`config.mk`:
```
export PLATFORM = sky130hd
export DESIGN_NAME = instruction_fetch_unit
export DESIGN_NICKNAME = d
export VERILOG_FILES = /design/src/rtl/risc_v_32_i_pkg.sv /design/src/rtl/fetch_hold_buffer.sv /design/src/rtl/instruction_fetch_unit.sv
export SDC_FILE = /design/constraint.sdc
export NUM_CORES = 1
export LEC_CHECK = 0
export ABC_AREA = 0
export BUFFER_PORTS_ARGS = -buffer_cell sky130_fd_sc_hd__buf_2
export CAP_MARGIN = 10
export CELL_PAD_IN_SITES_DETAIL_PLACEMENT = 0
export CELL_PAD_IN_SITES_GLOBAL_PLACEMENT = 2
export CORE_MARGIN = 4
export CORE_UTILIZATION = 35
export CTS_CLUSTER_DIAMETER = 100
export DETAILED_ROUTE_END_ITERATION = 8
export PLACE_DENSITY_LB_ADDON = 0.1
export SLEW_MARGIN = 25
export SYNTH_ARGS = -nofsm -noshare
export SYNTH_HDL_FRONTEND = slang
export SYNTH_SLANG_ARGS = --single-unit
```
`constraint.sdc`:
```
create_clock -name clk_i -period 7.7 [get_ports clk_i]
set_input_delay 1.54 -clock clk_i [delete_from_list [all_inputs] [get_ports clk_i]]
set_output_delay 1.54 -clock clk_i [all_outputs]
set_load 0.05 [all_outputs]
```
`src/rtl/risc_v_32_i_pkg.sv`:
```
// Shared RV32I pipeline types: fetch FSM states, bubble encoding and the
// IF/ID pipeline register layout.
package risc_v_32_i_pkg;

  localparam int unsigned XLEN_P          = 32;
  localparam logic [31:0] NOP_INSTRUCTION = 32'h0000_0013;  // addi x0,x0,0

  typedef enum logic [1:0] {
    FETCH    = 2'd0,
    WAIT_RSP = 2'd1,
    HOLD     = 2'd2
  } fetch_state_e;

  typedef struct packed {
    logic [31:0]       instr;
    logic [XLEN_P-1:0] pc;
    logic [XLEN_P-1:0] pc_plus4;
    logic              valid;
  } if_id_reg_t;

  // A bubble carries the given NOP, zero PCs and valid=0.
  function automatic if_id_reg_t if_id_bubble(input logic [31:0] nop);
    if_id_reg_t r;
    r.instr    = nop;
    r.pc       = '0;
    r.pc_plus4 = '0;
    r.valid    = 1'b0;
    return r;
  endfunction

endpackage

```
`src/rtl/fetch_hold_buffer.sv`:
```
// One-entry buffer that parks a fetch response while IF/ID is stalled.
// load captures, drain or flush empties; full_o tells whether the entry is live.
module fetch_hold_buffer
  import risc_v_32_i_pkg::*;
#(
  parameter int unsigned XLEN = XLEN_P
) (
  input  logic            clk_i,
  input  logic            rst_n_i,
  input  logic            load_i,
  input  logic            drain_i,
  input  logic            flush_i,
  input  logic [31:0]     instr_i,
  input  logic [XLEN-1:0] pc_i,
  output logic            full_o,
  output logic [31:0]     instr_o,
  output logic [XLEN-1:0] pc_o
);

  logic full_q;

  // Occupancy flag: emptying wins over loading.
  always_ff @(posedge clk_i or negedge rst_n_i) begin
    if (!rst_n_i) begin
      full_q <= 1'b0;
    end else if (drain_i || flush_i) begin
      full_q <= 1'b0;
    end else if (load_i) begin
      full_q <= 1'b1;
    end
  end

  // Payload capture.
  // NOTE: the payload has no reset; it is only ever read while full_q is set,
  // so resetting it would add reset fan-out without changing behaviour.
  always_ff @(posedge clk_i) begin
    if (load_i) begin
      instr_o <= instr_i;
      pc_o    <= pc_i;
    end
  end

  assign full_o = full_q;

endmodule

```
`src/rtl/instruction_fetch_unit.sv`:
```
// RV32I instruction fetch unit: owns the PC, issues single-outstanding fetches
// over a valid/ready handshake and fills the IF/ID pipeline register.
// Optional build macro IFU_MISALIGN_CHECK_EN adds fetch_misaligned_o, a sticky
// flag for redirects to non-word-aligned targets, and word-aligns the target.
module instruction_fetch_unit
  import risc_v_32_i_pkg::*;
#(
  parameter int unsigned     XLEN         = XLEN_P,
  parameter logic [XLEN-1:0] RESET_VECTOR = '0,
  parameter logic [31:0]     NOP_INSTR    = NOP_INSTRUCTION
) (
  input  logic            clk_i,
  input  logic            rst_n_i,
  input  logic            stall_pc_if_i,
  input  logic            stall_if_id_i,
  input  logic            clear_if_id_i,
  input  logic            branch_enable_i,
  input  logic [XLEN-1:0] branch_target_i,
  output logic            imem_req_valid_o,
  input  logic            imem_req_ready_i,
  output logic [XLEN-1:0] imem_req_addr_o,
  input  logic            imem_rsp_valid_i,
  input  logic [31:0]     imem_rsp_data_i,
  output logic [31:0]     instr_id_o,
  output logic [XLEN-1:0] pc_id_o,
  output logic [XLEN-1:0] pc_plus4_id_o,
  output logic            valid_id_o,
  output logic            fetch_busy_o
`ifdef IFU_MISALIGN_CHECK_EN
  ,
  output logic            fetch_misaligned_o
`endif
);

  fetch_state_e    state_q, state_d;
  logic [XLEN-1:0] pc_q, pc_d;
  logic [XLEN-1:0] req_pc_q, req_pc_d;
  logic            kill_q, kill_d;
  if_id_reg_t      if_id_q, if_id_d;

  logic            req_valid;
  logic            deliver;
  logic [31:0]     deliver_instr;
  logic [XLEN-1:0] deliver_pc;
  logic            hold_load, hold_drain, hold_flush, hold_full;
  logic [31:0]     hold_instr;
  logic [XLEN-1:0] hold_pc;
  logic [XLEN-1:0] target_pc;

`ifdef IFU_MISALIGN_CHECK_EN
  logic misaligned_q;

  assign target_pc = {branch_target_i[XLEN-1:2], 2'b00};

  // Sticky flag: any redirect to a non-word-aligned target sets it until reset.
  always_ff @(posedge clk_i or negedge rst_n_i) begin
    if (!rst_n_i) begin
      misaligned_q <= 1'b0;
    end else if (branch_enable_i && (branch_target_i[1:0] != 2'b00)) begin
      misaligned_q <= 1'b1;
    end
  end

  assign fetch_misaligned_o = misaligned_q;
`else
  assign target_pc = branch_target_i;
`endif

  fetch_hold_buffer #(
    .XLEN (XLEN)
  ) u_hold_buffer (
    .clk_i   (clk_i),
    .rst_n_i (rst_n_i),
    .load_i  (hold_load),
    .drain_i (hold_drain),
    .flush_i (hold_flush),
    .instr_i (imem_rsp_data_i),
    .pc_i    (req_pc_q),
    .full_o  (hold_full),
    .instr_o (hold_instr),
    .pc_o    (hold_pc)
  );

  // Next-state, PC and handshake decode; redirect beats clear beats stall.
  // NOTE: every signal driven here gets a default on the first lines so no
  // path through the case leaves it unassigned and infers a latch.
  always_comb begin
    state_d       = state_q;
    pc_d          = pc_q;
    req_pc_d      = req_pc_q;
    kill_d        = kill_q;
    deliver       = 1'b0;
    deliver_instr = imem_rsp_data_i;
    deliver_pc    = req_pc_q;
    hold_load     = 1'b0;
    hold_drain    = 1'b0;
    hold_flush    = 1'b0;
    // Gating with rst_n_i keeps the request quiet while reset is held.
    req_valid     = rst_n_i && (state_q == FETCH) && !stall_pc_if_i && !branch_enable_i;

    unique case (state_q)
      FETCH: begin
        if (req_valid && imem_req_ready_i) begin
          req_pc_d = pc_q;
          pc_d     = pc_q + XLEN'(4);
          state_d  = WAIT_RSP;
        end
      end
      WAIT_RSP: begin
        if (imem_rsp_valid_i) begin
          // Every response ends the transaction; only a live, unflushed one is kept.
          state_d = FETCH;
          kill_d  = 1'b0;
          if (!kill_q && !branch_enable_i && !clear_if_id_i) begin
            if (stall_if_id_i) begin
              hold_load = 1'b1;
              state_d   = HOLD;
            end else begin
              deliver = 1'b1;
            end
          end
        end else if (branch_enable_i) begin
          // Response still in flight belongs to the wrong path.
          kill_d = 1'b1;
        end
      end
      HOLD: begin
        if (branch_enable_i || clear_if_id_i) begin
          hold_flush = 1'b1;
          state_d    = FETCH;
        end else if (!stall_if_id_i) begin
          hold_drain    = 1'b1;
          deliver       = 1'b1;
          deliver_instr = hold_instr;
          deliver_pc    = hold_pc;
          state_d       = FETCH;
        end
      end
      default: state_d = FETCH;
    endcase

    if (branch_enable_i) begin
      pc_d = target_pc;
    end
  end

  // IF/ID register input: bubble on redirect/flush, hold on stall, else load.
  always_comb begin
    if_id_d = if_id_q;
    if (branch_enable_i || clear_if_id_i) begin
      if_id_d = if_id_bubble(NOP_INSTR);
    end else if (deliver) begin
      if_id_d.instr    = deliver_instr;
      if_id_d.pc       = deliver_pc;
      if_id_d.pc_plus4 = deliver_pc + XLEN'(4);
      if_id_d.valid    = 1'b1;
    end else if (!stall_if_id_i) begin
      if_id_d = if_id_bubble(NOP_INSTR);
    end
  end

  // State, PC, kill flag and IF/ID register.
  // NOTE: sequential state uses non-blocking assignments so every flop samples
  // values from before the edge, independent of statement order.
  always_ff @(posedge clk_i or negedge rst_n_i) begin
    if (!rst_n_i) begin
      state_q  <= FETCH;
      pc_q     <= RESET_VECTOR;
      req_pc_q <= '0;
      kill_q   <= 1'b0;
      if_id_q  <= if_id_bubble(NOP_INSTR);
    end else begin
      state_q  <= state_d;
      pc_q     <= pc_d;
      req_pc_q <= req_pc_d;
      kill_q   <= kill_d;
      if_id_q  <= if_id_d;
    end
  end

  assign imem_req_valid_o = req_valid;
  assign imem_req_addr_o  = pc_q;
  assign instr_id_o       = if_id_q.instr;
  assign pc_id_o          = if_id_q.pc;
  assign pc_plus4_id_o    = if_id_q.pc_plus4;
  assign valid_id_o       = if_id_q.valid;
  assign fetch_busy_o     = (state_q != FETCH);

endmodule
```
==> metrics <==
top post-synthesis cells by area dfrtp_1 (39%), edfxtp_1 (19%), nand2_1 (8.5%); post_cts resized 0; CP Class input port to register; Worst Setup Start Kind input port; period utilization 0.630; wirelength, routed 28.5 mm; 1st-iter DRT viols 416; status complete, no violations; pin count of the biggest net entering global routing 84; Pleak 5.99 nW; chip height 179 um; Clk Latency, worst-skew pair 520 ps; vias in the first global route 7,890; min-delay worst type register to register; synthesized area 10,200 sq um; port bufs 202; GP Congestion 0.777; syn_nets 1,048; WL per Instance 18.2 um; top-count cell post-synth nand2_1; htree depth 1; #FFs+latches synth 226; die outline width 179 um; CTS tree done; Max clock buf depth 3; DP HPWL 19.5 mm; core area 28,800 sq um; fmax 206 MHz; Critical Path End Type register; GRT overflow 0; vias per cell 5.08; die area 32,000 sq um; final antenna diode count 0; Worst slew margin 0.317; multi-input gate area in the final layout 4000 sq um; Reg clk slew, reported paths 60 ps; Fin Setup TNS 0 ps; Global Route Usage Sum 0.175; Hold Crit Start valid_id_o; CTS Buf Count 26; starting density of the core 0.355; antenna violations before repair 1; count of final setup violators 0; register-to-register setup slack 3490 ps; unrepaired setup endpoints after global routing false; Yosys top cell area share 0.389; Initial DRT Pass Iterations 4; postcts setup bufs 0; EDFF count, synth 64; sequential standard cell area 5980 sq um; Post-synth top cells nand2_1 (233), dfrtp_1 (159), o21ai_0 (105); ys async rst share 0.717; Main synth FF type dfrtp_1; Distinct cells, synth 57; Layout area overhead 22.2%; num ports 203; Synth area leader dfrtp_1; Max Clock Skew 7.04 ps; utilization after layout 0.435; clk sink count 226; Power Dens Cells 271 nW/um^2; Max-Cap Viols 0; hold path cells 2; DRC violation count after routing 0; Fin. Hold Viols 0; Worst Tran Pin Value 1010 ps; reg-to-reg critical path startpoint state_q[0]; maximum VDD drop 0.121 mV; Reg-to-Reg End pc_plus4_id_o[30]; Worst Hold End valid_id_o; mean post-synth cell area 10.5 sq um; arrival time worst endpoint 5260 ps; min Tclk post-route 4850 ps; share of layout cells above drive strength 1 0.237; Mapped Cells 970; crit path max fanout 52; Final nets 1,240; cell row count 62; critical path required time 8110 ps; vias 7,956; hold buffers post-CTS 0; ANT nets after route 0; Hold Slack 467 ps; Root Buffer clkbuf_16; global-route wire length before repair 45.1 mm; fillers 2,847; synth warn 0; Final Max Tran Viols 0; reg2reg path depth 11; sequential area share after synthesis 0.584; total power 3.39 mW
## sequential cells by signal (all words and copies together) (netlist names)
name                   cells
u_hold_buffer.instr_o     32
imem_req_addr_o           32
pc_plus4_id_o             30
kill_q                     1
valid_id_o                 1
u_hold_buffer.pc_o        32
pc_id_o                   32
req_pc_q                  32
state_q                    2
instr_id_o                32
## critical path, stage by stage
cell and delay (ps):
buf_2 100, buf_4 290, or4b_4 890, mux2i_1 270, inv_1 120, ha_1 200, nand2_1 80, nor4b_2 530
o22ai_1 410, or4_1 550, a32o_1 250
## layout by cell type (no fill, tap or decap), drive strengths merged, types with 4 or more instances in the layout
master and count:
a21o 12, a21oi 7, a221o 8, a31oi 9
a32o 5, and2 8, and3 7, buf 216
bufinv 4, clkbuf 33, clkinv 11, dfrtp 159
edfxtp 64, ha 6, inv 13, mux2 10
mux2i 57, nand2 233, nand3 40, nand4 11
nor2 35, nor2b 9, nor3 14, nor4 11
nor4b 4, o211ai 8, o21ai 105, o22ai 4
o311ai 13, or3 6, or4 13, xnor2 9
## per-layer routing
metal	vias up	track usage	wire (um)
met1	3801	0.276	14500
li1	3898	-	-
met5	-	0	11
met3	39	0.0329	1730
met4	2	0.0352	480
met2	216	0.251	11700
## kinds of logic (layout without fill, tap and decap cells)
family                   count (synthesis)  after routing  synth area share
buffers and inverters                   65            277            0.0275
AO/OA/AOI/OAI                          192            192             0.119
adder cells (fa/ha/maj)                  6              6           0.00734
flip-flops                             226            226             0.584
AND/OR/NAND/NOR                        402            402             0.185
XOR/XNOR                                12             12            0.0103
multiplexers                            67             67            0.0668
## worst max-delay path by stage
stage | to | cells after the start | start
6_report | pc_plus4_id_o[30] | 11 | branch_enable_i
5_1_grt | pc_plus4_id_o[30] | 11 | branch_enable_i
4_1_cts | pc_plus4_id_o[30] | 11 | branch_enable_i
3_5_place_dp | pc_plus4_id_o[30] | 11 | branch_enable_i
3_3_place_gp | pc_plus4_id_o[30] | 11 | branch_enable_i
2_1_floorplan | u_hold_buffer.instr_o[0] | 5 | branch_enable_i
## final cells by class
cell class / count / area share
tap: 384 / 0.0384
timing repair buffer: 216 / 0.0900
clock buffer: 33 / 0.0566
inverter: 13 / 0.00390
sequential: 226 / 0.478
clock inverter: 15 / 0.0134
multi-input combinational: 679 / 0.320
## through the flow
step | cell area (sq um) | std cells | setup slack [ps]
finish | 12500 | 1566 | 2850
CTS | 12500 | 1566 | 2830
global route | 12500 | 1566 | 2550
floorplan | 10200 | 970 | 671
detailed placement | 11600 | 1518 | 2290
global placement | 11600 | 1518 | 2410
## power breakdown
| group | internal [mW] | switching (mW) | total [mW] |
|---|---|---|---|
| Clock | 0.780 | 0.482 | 1.26 |
| Sequential | 1.39 | 0.161 | 1.55 |
| Combinational | 0.191 | 0.393 | 0.584 |
Note: power is estimated with default switching activity, not from simulation.
